`config.mk`:
```
export PLATFORM = sky130hd
export DESIGN_NAME = life_engine_flat
export DESIGN_NICKNAME = d
export VERILOG_FILES = /design/src/rtl/life_engine_pkg.sv /design/src/rtl/life_engine_if.sv /design/src/rtl/life_row_rule.sv /design/src/rtl/life_engine.sv /design/src/flat_wrapper.sv
export SDC_FILE = /design/constraint.sdc
export NUM_CORES = 1
export LEC_CHECK = 0
export ABC_AREA = 1
export ABC_CLOCK_PERIOD_IN_PS = 10210
export BUFFER_PORTS_ARGS = -buffer_cell sky130_fd_sc_hd__buf_2
export CAP_MARGIN = 20
export CORE_UTILIZATION = 42
export DETAILED_ROUTE_END_ITERATION = 7
export GPL_ROUTABILITY_DRIVEN = 0
export PLACE_DENSITY = 0.56
export SYNTH_ARGS = -nofsm -noshare
export SYNTH_HDL_FRONTEND = slang
export SYNTH_SLANG_ARGS = --single-unit
```
`constraint.sdc`:
```
create_clock -name clk_130mhz -period 10.21 [get_ports clk_130mhz]
set_input_delay 1.021 -clock clk_130mhz [delete_from_list [all_inputs] [get_ports clk_130mhz]]
set_output_delay 1.021 -clock clk_130mhz [all_outputs]
set_load 0.02 [all_outputs]
```
`src/rtl/life_engine_pkg.sv`:
```
// Shared types for the Conway life engine: word/address types and FSM states.
// Build option: define LIFE_WRAP_EN for a toroidal grid; otherwise cells outside the grid are dead.
package life_engine_pkg;

    localparam int WORD_SIZE    = 32;
    localparam int LOG_MAX_ADDR = 6;

    typedef logic [LOG_MAX_ADDR-1:0] addr_t;
    typedef logic [WORD_SIZE-1:0]    data_t;

    typedef enum logic [2:0] {
        IDLE,
        PRIME,
        WRITE,
        FETCH,
        WAIT,
        SWAP
    } state_t;

    // Conway rule for one cell from its eight neighbour bits
    function automatic logic next_cell(input logic [7:0] nbr, input logic live);
        logic [3:0] n;
        n = '0;
        for (int i = 0; i < 8; i++) begin
            n = n + {3'b000, nbr[i]};
        end
        return (n == 4'd3) || (live && (n == 4'd2));
    endfunction

endpackage

```
`src/rtl/life_engine_if.sv`:
```
// Memory/double-buffer bus between the life engine and its row store.
// Build option: LIFE_WRAP_EN has no effect on this interface.
interface life_engine_if;
    import life_engine_pkg::*;

    addr_t logic_addr_r_out;
    data_t logic_data_r_in;
    addr_t logic_addr_w_out;
    data_t logic_data_w_out;
    logic  logic_wr_en_out;
    logic  swap_out;

    modport master (
        output logic_addr_r_out,
        input  logic_data_r_in,
        output logic_addr_w_out,
        output logic_data_w_out,
        output logic_wr_en_out,
        output swap_out
    );

    modport slave (
        input  logic_addr_r_out,
        output logic_data_r_in,
        input  logic_addr_w_out,
        input  logic_data_w_out,
        input  logic_wr_en_out,
        input  swap_out
    );

endinterface

```
`src/rtl/life_row_rule.sv`:
```
// Combinational next-generation row from the above/centre/below rows.
// Build option: LIFE_WRAP_EN wraps column -1 to WORD_SIZE-1 and column WORD_SIZE to 0.
module life_row_rule
    import life_engine_pkg::*;
(
    input  data_t above_in,
    input  data_t centre_in,
    input  data_t below_in,
    output data_t next_out
);

`ifdef LIFE_WRAP_EN
    function automatic data_t west(input data_t x);
        return {x[WORD_SIZE-2:0], x[WORD_SIZE-1]};
    endfunction

    function automatic data_t east(input data_t x);
        return {x[0], x[WORD_SIZE-1:1]};
    endfunction
`else
    function automatic data_t west(input data_t x);
        return {x[WORD_SIZE-2:0], 1'b0};
    endfunction

    function automatic data_t east(input data_t x);
        return {1'b0, x[WORD_SIZE-1:1]};
    endfunction
`endif

    data_t a_w, a_e, c_w, c_e, b_w, b_e;

    // bit c of west()/east() holds the cell at column c-1 / c+1
    always_comb begin
        a_w = west(above_in);
        a_e = east(above_in);
        c_w = west(centre_in);
        c_e = east(centre_in);
        b_w = west(below_in);
        b_e = east(below_in);
    end

    // apply the rule to every column of the centre row
    always_comb begin
        next_out = '0;
        for (int c = 0; c < WORD_SIZE; c++) begin
            next_out[c] = next_cell({a_w[c], above_in[c], a_e[c],
                                     c_w[c], c_e[c],
                                     b_w[c], below_in[c], b_e[c]},
                                    centre_in[c]);
        end
    end

endmodule

```
`src/rtl/life_engine.sv`:
```
// Row-streaming Conway life engine over a double-buffered row memory.
// Build option: LIFE_WRAP_EN makes the grid toroidal (rows and columns wrap).
module life_engine
    import life_engine_pkg::*;
#(
    parameter int ROWS         = 64,
    parameter int READ_LATENCY = 2
) (
    input  logic          clk_130mhz,
    input  logic          rst_n_in,
    input  logic          step_in,
    input  logic          ready_in,
    life_engine_if.master bus,
    output logic          busy_out,
    output logic [15:0]   gen_count_out
);

    localparam addr_t      LAST_ROW  = addr_t'(ROWS - 1);
    localparam logic [7:0] WAIT_LAST = 8'(READ_LATENCY - 1);

`ifdef LIFE_WRAP_EN
    localparam addr_t      PRIME_FIRST = LAST_ROW;
    localparam logic [1:0] PRIME_LEFT  = 2'd2;
`else
    localparam addr_t      PRIME_FIRST = '0;
    localparam logic [1:0] PRIME_LEFT  = 2'd1;
`endif

    function automatic addr_t row_add(input addr_t r, input int k);
        int s;
        s = int'(r) + k;
        if (s >= ROWS) begin
            s = s - ROWS;
        end
        return addr_t'(s);
    endfunction

    state_t      state_q, state_d;
    addr_t       row_q, row_d;
    addr_t       fetch_q, fetch_d;
    logic [7:0]  wait_q, wait_d;
    logic [1:0]  prime_q, prime_d;
    logic        priming_q, priming_d;
    data_t       above_q, above_d;
    data_t       centre_q, centre_d;
    data_t       below_q, below_d;
    logic [15:0] gen_q, gen_d;
    data_t       next_row;

    life_row_rule u_rule (
        .above_in  (above_q),
        .centre_in (centre_q),
        .below_in  (below_q),
        .next_out  (next_row)
    );

    // state, window and counters
    always_ff @(posedge clk_130mhz or negedge rst_n_in) begin
        if (!rst_n_in) begin
            state_q   <= IDLE;
            row_q     <= '0;
            fetch_q   <= '0;
            wait_q    <= '0;
            prime_q   <= '0;
            priming_q <= 1'b0;
            above_q   <= '0;
            centre_q  <= '0;
            below_q   <= '0;
            gen_q     <= '0;
        end else begin
            state_q   <= state_d;
            row_q     <= row_d;
            fetch_q   <= fetch_d;
            wait_q    <= wait_d;
            prime_q   <= prime_d;
            priming_q <= priming_d;
            above_q   <= above_d;
            centre_q  <= centre_d;
            below_q   <= below_d;
            gen_q     <= gen_d;
        end
    end

    // sequencing: prime the window, then write one row / fetch one row
    always_comb begin
        state_d   = state_q;
        row_d     = row_q;
        fetch_d   = fetch_q;
        wait_d    = wait_q;
        prime_d   = prime_q;
        priming_d = priming_q;
        above_d   = above_q;
        centre_d  = centre_q;
        below_d   = below_q;
        gen_d     = gen_q;
        unique case (state_q)
            IDLE: begin
                if (step_in && ready_in) begin
                    state_d   = PRIME;
                    row_d     = '0;
                    fetch_d   = PRIME_FIRST;
                    prime_d   = PRIME_LEFT;
                    priming_d = 1'b1;
                    above_d   = '0;
                    centre_d  = '0;
                    below_d   = '0;
                end
            end
            PRIME, FETCH: begin
                state_d = WAIT;
                wait_d  = WAIT_LAST;
            end
            WAIT: begin
                if (wait_q != 8'd0) begin
                    wait_d = wait_q - 8'd1;
                end else begin
                    above_d  = centre_q;
                    centre_d = below_q;
                    below_d  = bus.logic_data_r_in;
                    if (priming_q && (prime_q != 2'd0)) begin
                        prime_d = prime_q - 2'd1;
                        fetch_d = row_add(fetch_q, 1);
                        state_d = PRIME;
                    end else begin
                        priming_d = 1'b0;
                        state_d   = WRITE;
                    end
                end
            end
            WRITE: begin
                if (row_q == LAST_ROW) begin
                    state_d = SWAP;
                end else begin
                    row_d = row_add(row_q, 1);
`ifdef LIFE_WRAP_EN
                    fetch_d = row_add(row_q, 2);
                    state_d = FETCH;
`else
                    // past the bottom edge the incoming row is dead
                    if (int'(row_q) >= ROWS - 2) begin
                        above_d  = centre_q;
                        centre_d = below_q;
                        below_d  = '0;
                        state_d  = WRITE;
                    end else begin
                        fetch_d = row_add(row_q, 2);
                        state_d = FETCH;
                    end
`endif
                end
            end
            SWAP: begin
                gen_d   = gen_q + 16'd1;
                state_d = IDLE;
            end
            default: begin
                state_d = IDLE;
            end
        endcase
    end

    // outputs decoded from the current state; zero outside their phase
    always_comb begin
        bus.logic_wr_en_out  = (state_q == WRITE);
        bus.logic_addr_w_out = (state_q == WRITE) ? row_q : '0;
        bus.logic_data_w_out = (state_q == WRITE) ? next_row : '0;
        bus.logic_addr_r_out = (state_q inside {PRIME, FETCH, WAIT}) ? fetch_q : '0;
        bus.swap_out         = (state_q == SWAP);
        busy_out             = (state_q != IDLE);
        gen_count_out        = gen_q;
    end

endmodule
```
`src/flat_wrapper.sv`:
```
// flat-port wrapper written by rule: the top's interface ports become plain ports
module life_engine_flat import life_engine_pkg::*;
#(
    parameter int ROWS         = 64,
    parameter int READ_LATENCY = 2
)
  (clk_130mhz, rst_n_in, step_in, ready_in, busy_out, gen_count_out, bus_logic_addr_r_out, bus_logic_data_r_in, bus_logic_addr_w_out, bus_logic_data_w_out, bus_logic_wr_en_out, bus_swap_out);
  life_engine_if bus_i ();
  input  logic clk_130mhz;
  input  logic rst_n_in;
  input  logic step_in;
  input  logic ready_in;
  output logic busy_out;
  output logic [15:0] gen_count_out;
  output wire logic [$bits(bus_i.logic_addr_r_out)-1:0] bus_logic_addr_r_out;
  input wire logic [$bits(bus_i.logic_data_r_in)-1:0] bus_logic_data_r_in;
  output wire logic [$bits(bus_i.logic_addr_w_out)-1:0] bus_logic_addr_w_out;
  output wire logic [$bits(bus_i.logic_data_w_out)-1:0] bus_logic_data_w_out;
  output wire logic [$bits(bus_i.logic_wr_en_out)-1:0] bus_logic_wr_en_out;
  output wire logic [$bits(bus_i.swap_out)-1:0] bus_swap_out;
  assign bus_logic_addr_r_out = bus_i.logic_addr_r_out;
  assign bus_i.logic_data_r_in = bus_logic_data_r_in;
  assign bus_logic_addr_w_out = bus_i.logic_addr_w_out;
  assign bus_logic_data_w_out = bus_i.logic_data_w_out;
  assign bus_logic_wr_en_out = bus_i.logic_wr_en_out;
  assign bus_swap_out = bus_i.swap_out;
  life_engine #(.ROWS(ROWS), .READ_LATENCY(READ_LATENCY)) u_core (.clk_130mhz(clk_130mhz), .rst_n_in(rst_n_in), .step_in(step_in), .ready_in(ready_in), .bus(bus_i), .busy_out(busy_out), .gen_count_out(gen_count_out));
endmodule
```
==> results.json, run 1 <==
{
  "status": "completed",
  "synth_cell_types": 37,
  "critPathMaxFanout": 3,
  "p_int_mw": 1.66,
  "grt_setup_unrepaired": "no",
  "synth_area_per_cell_um2": 8.10,
  "synth.net_count": 1787,
  "final_cells": 1989,
  "layout_setup_ws_ns": 5.39,
  "place_hpwl_um": 19400,
  "fin_crit_ns": 4.82,
  "yosys_register_bits": 138,
  "dieWidth_um": 174,
  "path_clk_slew_ns": 0.07,
  "cts-root-buf": "clkbuf_16",
  "num-nets-final": 1852,
  "first_pass_iters": 5,
  "clock_latency_ns": 0.43,
  "cts_tree": "yes",
  "dr.first_iter.drc_count": 551,
  "cp.required_ns": 9.19,
  "die_area_um2": 30100,
  "post_cts_resized": 0,
  "grt_pass1_wl_um": 50200,
  "power.total_mw": 3.30,
  "wl_met2_um": 13700,
  "yosys_warnings": 0,
  "p_clk_frac": 0.196,
  "worst_pin_slew_ns": 1.03,
  "sw_frac_of_total": 0.497,
  "ant_nets": 0,
  "fin_crit_sh": 0.472,
  "arrival_ns": 3.80,
  "cts_max_path_buffers": 2,
  "dp.cells": 1956,
  "syn_inst": 1527,
  "max-cap-violations": 0,
  "drcViolationCount": 0,
  "cts_made_buffers": 17,
  "hold_viol": 0,
  "synth_area_leaders": "dfrtp_1 (28%), fa_1 (20%), ha_1 (10%)",
  "start_util": 0.429,
  "powerDensity_nw_per_um2": 240,
  "setup_viol_count_final": 0,
  "seq_power_share": 0.243,
  "endpoint_kind": "output port",
  "syn_area_um2": 12400,
  "row_count": 62,
  "wl_um": 28900,
  "p_leak_nw": 7.64,
  "finClkSkew_ns": 0.0102,
  "drv_slew": 0,
  "max_freq_ghz": 0.208,
  "finish.utilization": 0.476,
  "combPwrFrac": 0.561,
  "die_h_um": 174,
  "pin_count": 99,
  "netSwitchingPower_mw": 1.64,
  "min_path_type": "reg -> reg",
  "layout.cells.most_common": "nand2_1",
  "mostFrequentLayoutCells": "nand2_1 (308), inv_1 (301), nor2_1 (187)",
  "antenna_found_initial": 0,
  "peakVddDrop_v": 0.000159,
  "numPortBuffers": 98,
  "detail_route.wl_per_cell_um": 14.5,
  "synth_seq_area_share": 0.279,
  "routed_via_density": 4.93,
  "cp-start-kind": "flip-flop",
  "grt-ovfl-total": 0,
  "htreeDepth": 4,
  "grt_pass1_vias": 10200,
  "place_ws_ns": 5.81,
  "area_delta_synth_final_pct": 11.1,
  "wl_met1_um": 14000,
  "post_cts_buffers": 0,
  "synth_top_area_share": 0.279,
  "yosys.area.top_type": "dfrtp_1",
  "top_layer": "met4",
  "n_antenna_cell": 0,
  "clkSinkCount": 138,
  "grt_max_degree": 97,
  "drive_above_1_share": 0.0972,
  "setup_tns_ns": 0,
  "critical_path_class": "reg -> out",
  "design.core.area_um2": 28900,
  "vias": 9806,
  "slew_headroom": 0.312,
  "holdBufCountCts": 0,
  "wl_met3_um": 870,
  "grtUsageTotal": 0.205
}
## metrics by stage
| step | hold WS (ns) | area, µm² |
|---|---|---|
| floorplan | 0.442 | 12400 |
| global placement | 0.454 | 13100 |
| detailed placement | 0.458 | 13100 |
| CTS | 0.473 | 13700 |
| global route | 0.488 | 13700 |
| finish | 0.469 | 13700 |
## registers in the layout, summed over array words and instances, names as in the netlist
name and flops:
u_core.above_q 32, u_core.below_q 32, u_core.centre_q 32, u_core.fetch_q 6
u_core.gen_count_out 16, u_core.prime_q 2, u_core.priming_q 1, u_core.row_q 6
u_core.state_q 3, u_core.wait_q 8
## worst max-delay path, stage by stage (launching register included)
cell and delay [ns]:
dfrtp_1 0.40, inv_1 0.16, fa_1 0.47, fa_1 0.54, fa_1 0.56, inv_1 0.05, ha_1 0.22, fa_1 0.49
o21ai_0 0.08, nor3_1 0.20, buf_2 0.20
## kinds of logic after synthesis
| logic type | Yosys count | share of synthesized area |
|---|---|---|
| flip-flops | 138 | 0.279 |
| adder cells (fa/ha/maj) | 224 | 0.302 |
| XOR/XNOR | 16 | 0.0113 |
| AO/OA/AOI/OAI | 99 | 0.0482 |
| buffers and inverters | 366 | 0.119 |
| AND/OR/NAND/NOR | 684 | 0.240 |
## power groups by stage
stage	clock network [mW]	registers, mW	logic (mW)
after floorplan	0	0.783	1.44
after global placement	0	0.809	1.83
after detailed placement	0	0.811	1.87
after CTS	0.664	0.803	1.88
after global routing	0.685	0.824	2.18
final	0.646	0.803	1.85
## cell type report
cell class | count | area, µm²
fillers | 2857 | 15100
clock buffers | 20 | 467
flip-flops and latches | 138 | 3450
well taps | 384 | 480
repair buffers | 107 | 584
clock inverters | 12 | 138
inverters | 305 | 1140
multi-input cells | 1023 | 7470
## layer usage
layer / GRT usage / up-vias
li1: - / 4907
met1: 0.276 / 4735
met2: 0.347 / 139
met3: 0.0316 / 25
met4: 0.0471 / 0
met5: 0 / -
## final timing paths
check                                    from                       end  slack, ns  cells past startpoint
min in group asynchronous            rst_n_in   u_core.gen_count_out[8]       0.62                      1
hold / removal              u_core.above_q[2]         u_core.above_q[2]       0.47                      2
hold reg to reg             u_core.above_q[2]         u_core.above_q[2]       0.47                      2
max in group asynchronous            rst_n_in         u_core.above_q[2]       8.21                      2
setup reg to reg            u_core.state_q[0]         u_core.below_q[5]       7.06                      7
setup / recovery           u_core.below_q[20]  bus_logic_data_w_out[20]       5.39                     10
## synthesized netlist by cell type, drive strengths merged
library cell and number:
and2 1, nand2 309, a211oi 22, xor2 11, nor4 1, a21oi 11
ha 100, buf 46, inv 305, o21bai 1, nor4b 1, nor3 34
a2111oi 1, nor2 193, o31ai 2, nand4 107, dfrtp 138, xnor2 5
o22ai 4, o21a 8, clkbuf 15, a21boi 1, fa 124, o21ai 49
nand3 38
Note: power is estimated with default switching activity, not from simulation.
==> run 2: changes to the inputs <==
--- a/config.mk
+++ b/config.mk
@@ -6,13 +6,13 @@
 export NUM_CORES = 1
 export LEC_CHECK = 0
 export ABC_AREA = 1
-export ABC_CLOCK_PERIOD_IN_PS = 10210
+export ABC_CLOCK_PERIOD_IN_PS = 4300
 export BUFFER_PORTS_ARGS = -buffer_cell sky130_fd_sc_hd__buf_2
 export CAP_MARGIN = 20
 export CORE_UTILIZATION = 42
 export DETAILED_ROUTE_END_ITERATION = 7
 export GPL_ROUTABILITY_DRIVEN = 0
-export PLACE_DENSITY = 0.56
+export PLACE_DENSITY = 0.59
 export SYNTH_ARGS = -nofsm -noshare
 export SYNTH_HDL_FRONTEND = slang
 export SYNTH_SLANG_ARGS = --single-unit
==> constraint.sdc (replaced) <==
create_clock -name clk_130mhz -period 4.3 [get_ports clk_130mhz]
set_input_delay 0.43 -clock clk_130mhz [delete_from_list [all_inputs] [get_ports clk_130mhz]]
set_output_delay 0.43 -clock clk_130mhz [all_outputs]
set_load 0.02 [all_outputs]
==> run 2 against run 1 <==
Net effect:
- global-route usage decreased by 0.16 points
- core utilization hardly changed
- via count grew 1.7%
- critical path depth unchanged
- cell count grew 0.25%
- worst setup slack lost 5.3 ns
==> results.json, run 2 (synthesis gave the netlist of run 1 again) <==
{
  "status": "completed",
  "dr.first_iter.drc_count": 471,
  "die_area_um2": 30100,
  "htreeDepth": 4,
  "netSwitchingPower_mw": 3.90,
  "slew_headroom": 0.445,
  "wl_um": 29000,
  "cts_made_buffers": 17,
  "peakVddDrop_v": 0.000408,
  "powerDensity_nw_per_um2": 565,
  "mostFrequentLayoutCells": "nand2_1 (308), inv_1 (283), nor2_1 (187)",
  "layout.cells.most_common": "nand2_1",
  "dpl_cell_area_um2": 13100,
  "slowest_stage": "fa_1",
  "antenna_found_initial": 0,
  "routed_via_density": 5.00,
  "dieWidth_um": 174,
  "num-nets-final": 1857,
  "cts_max_path_buffers": 2,
  "crit_path_frequent_cell": "fa_1",
  "grt_setup_unrepaired": "yes",
  "hold_ws_ns": 0.0494,
  "path_clk_slew_ns": 0.07,
  "holdBufCountCts": 0,
  "cp.required_ns": 3.87,
  "endpoint_kind": "output port",
  "setup_viol_count_final": 0,
  "max-cap-violations": 0,
  "combPwrFrac": 0.568,
  "grtUsageTotal": 0.203,
  "fin_area_um2": 13700,
  "crit_chain": "inv_1 -> fa_1 -> fa_1 -> fa_1 -> inv_1 -> ha_1 -> fa_1 -> o21a_1 -> nor3_1 -> buf_4",
  "fin_crit_sh": 0.984,
  "first_pass_iters": 7,
  "slowest_delay_ns": 0.54,
  "grt_pass1_wl_um": 50200,
  "finClkSkew_ns": 0.0121,
  "worst_pin_slew_ns": 0.832,
  "cts_tree": "yes",
  "top_regs": "u_core.above_q (32), u_core.below_q (32), u_core.centre_q (32)",
  "start_util": 0.429,
  "row_count": 62,
  "nFillCells": 2917,
  "pin_count": 99,
  "grt_pass1_vias": 10300,
  "n_antenna_cell": 0,
  "drv_slew": 0,
  "clock_latency_ns": 0.42,
  "worst-path-buf-inv": 3,
  "max_freq_ghz": 0.236,
  "grt_max_degree": 102,
  "clkSinkCount": 138,
  "drcViolationCount": 0,
  "critPathMaxFanout": 3,
  "cp-start-kind": "flip-flop",
  "fin_crit_ns": 4.23,
  "arrival_ns": 3.80,
  "ant_nets": 0,
  "sw_frac_of_total": 0.503,
  "critical_path_class": "reg -> out",
  "p_leak_nw": 7.64,
  "grt-ovfl-total": 0,
  "vias": 9971,
  "p_int_mw": 3.86,
  "numPortBuffers": 98,
  "seq_power_share": 0.247,
  "place_hpwl_um": 19700,
  "hold_viol": 0,
  "die_h_um": 174,
  "cts-root-buf": "clkbuf_16",
  "area_delta_synth_final_pct": 11.1,
  "finish.utilization": 0.476,
  "p_clk_frac": 0.185,
  "detail_route.wl_per_cell_um": 14.6,
  "crit_family": "adder cells",
  "drive_above_1_share": 0.111,
  "min_path_type": "in -> async",
  "design.core.area_um2": 28900
}
-- run 2: cell count changes in the layout (fill, tap and decap cells not counted), sizes merged --
cell	delta
bufinv	-1
buf	+5
inv	+1
clkbuf	-1
clkinv	-2
clkinvlp	+3
-- run 2: cell type report --
class / instances / area (µm²) / area share
clock buffer: 19 / 443 / 0.0322
clock inverter: 13 / 118 / 0.00856
inverter: 305 / 1140 / 0.0833
multi-input combinational: 1023 / 7480 / 0.544
sequential: 138 / 3450 / 0.251
tap: 384 / 480 / 0.0350
timing repair buffer: 112 / 622 / 0.0453
-- run 2: path summary, 6_finish.rpt --
path                               startpoint  depth (start not counted)                  endpoint  slack, ns
max reg2reg                   u_core.row_q[0]                         10        u_core.above_q[20]       1.47
min in group clk_130mhz               step_in                          3          u_core.priming_q       0.30
max in group asynchronous            rst_n_in                          2       u_core.centre_q[12]       3.27
min                                  rst_n_in                          1  u_core.gen_count_out[14]       0.05
min reg2reg                u_core.above_q[24]                          2        u_core.above_q[24]       0.47
max                        u_core.below_q[14]                         10  bus_logic_data_w_out[14]       0.07
-- run 2: what timing repair did --
action                     4_1_cts  5_1_grt
setup endpoints to repair        0       18
buffers inserted                 0        3
resized for setup                0       22
-- run 2: power groups by stage --
stage	combinational (mW)	clock (mW)	sequential (mW)
final	4.41	1.44	1.92
after global routing	5.18	1.52	1.97
after CTS	4.49	1.47	1.91
after detailed placement	4.45	0	1.93
after global placement	4.37	0	1.92
after floorplan	3.41	0	1.86
-- run 2: per-layer routing --
layer	share of wire	track usage	routed length [µm]	vias up
li1	-	-	-	4916
met1	0.48	0.278	13900	4865
met2	0.48	0.340	13800	172
met3	0.033	0.0311	955	18
met4	0.011	0.0468	323	0
met5	0	0	0	-
-- run 2: metrics by stage --
stage	setup TNS [ns]	worst slack (ns)	power, mW	std cells
after floorplan	0	0.569	5.27	1527
after global placement	0	0.494	6.29	1959
after detailed placement	0	0.473	6.38	1959
after CTS	0	0.0114	7.87	1991
after global routing	-0.186	-0.0605	8.67	1994
final	0	0.0682	7.76	1994
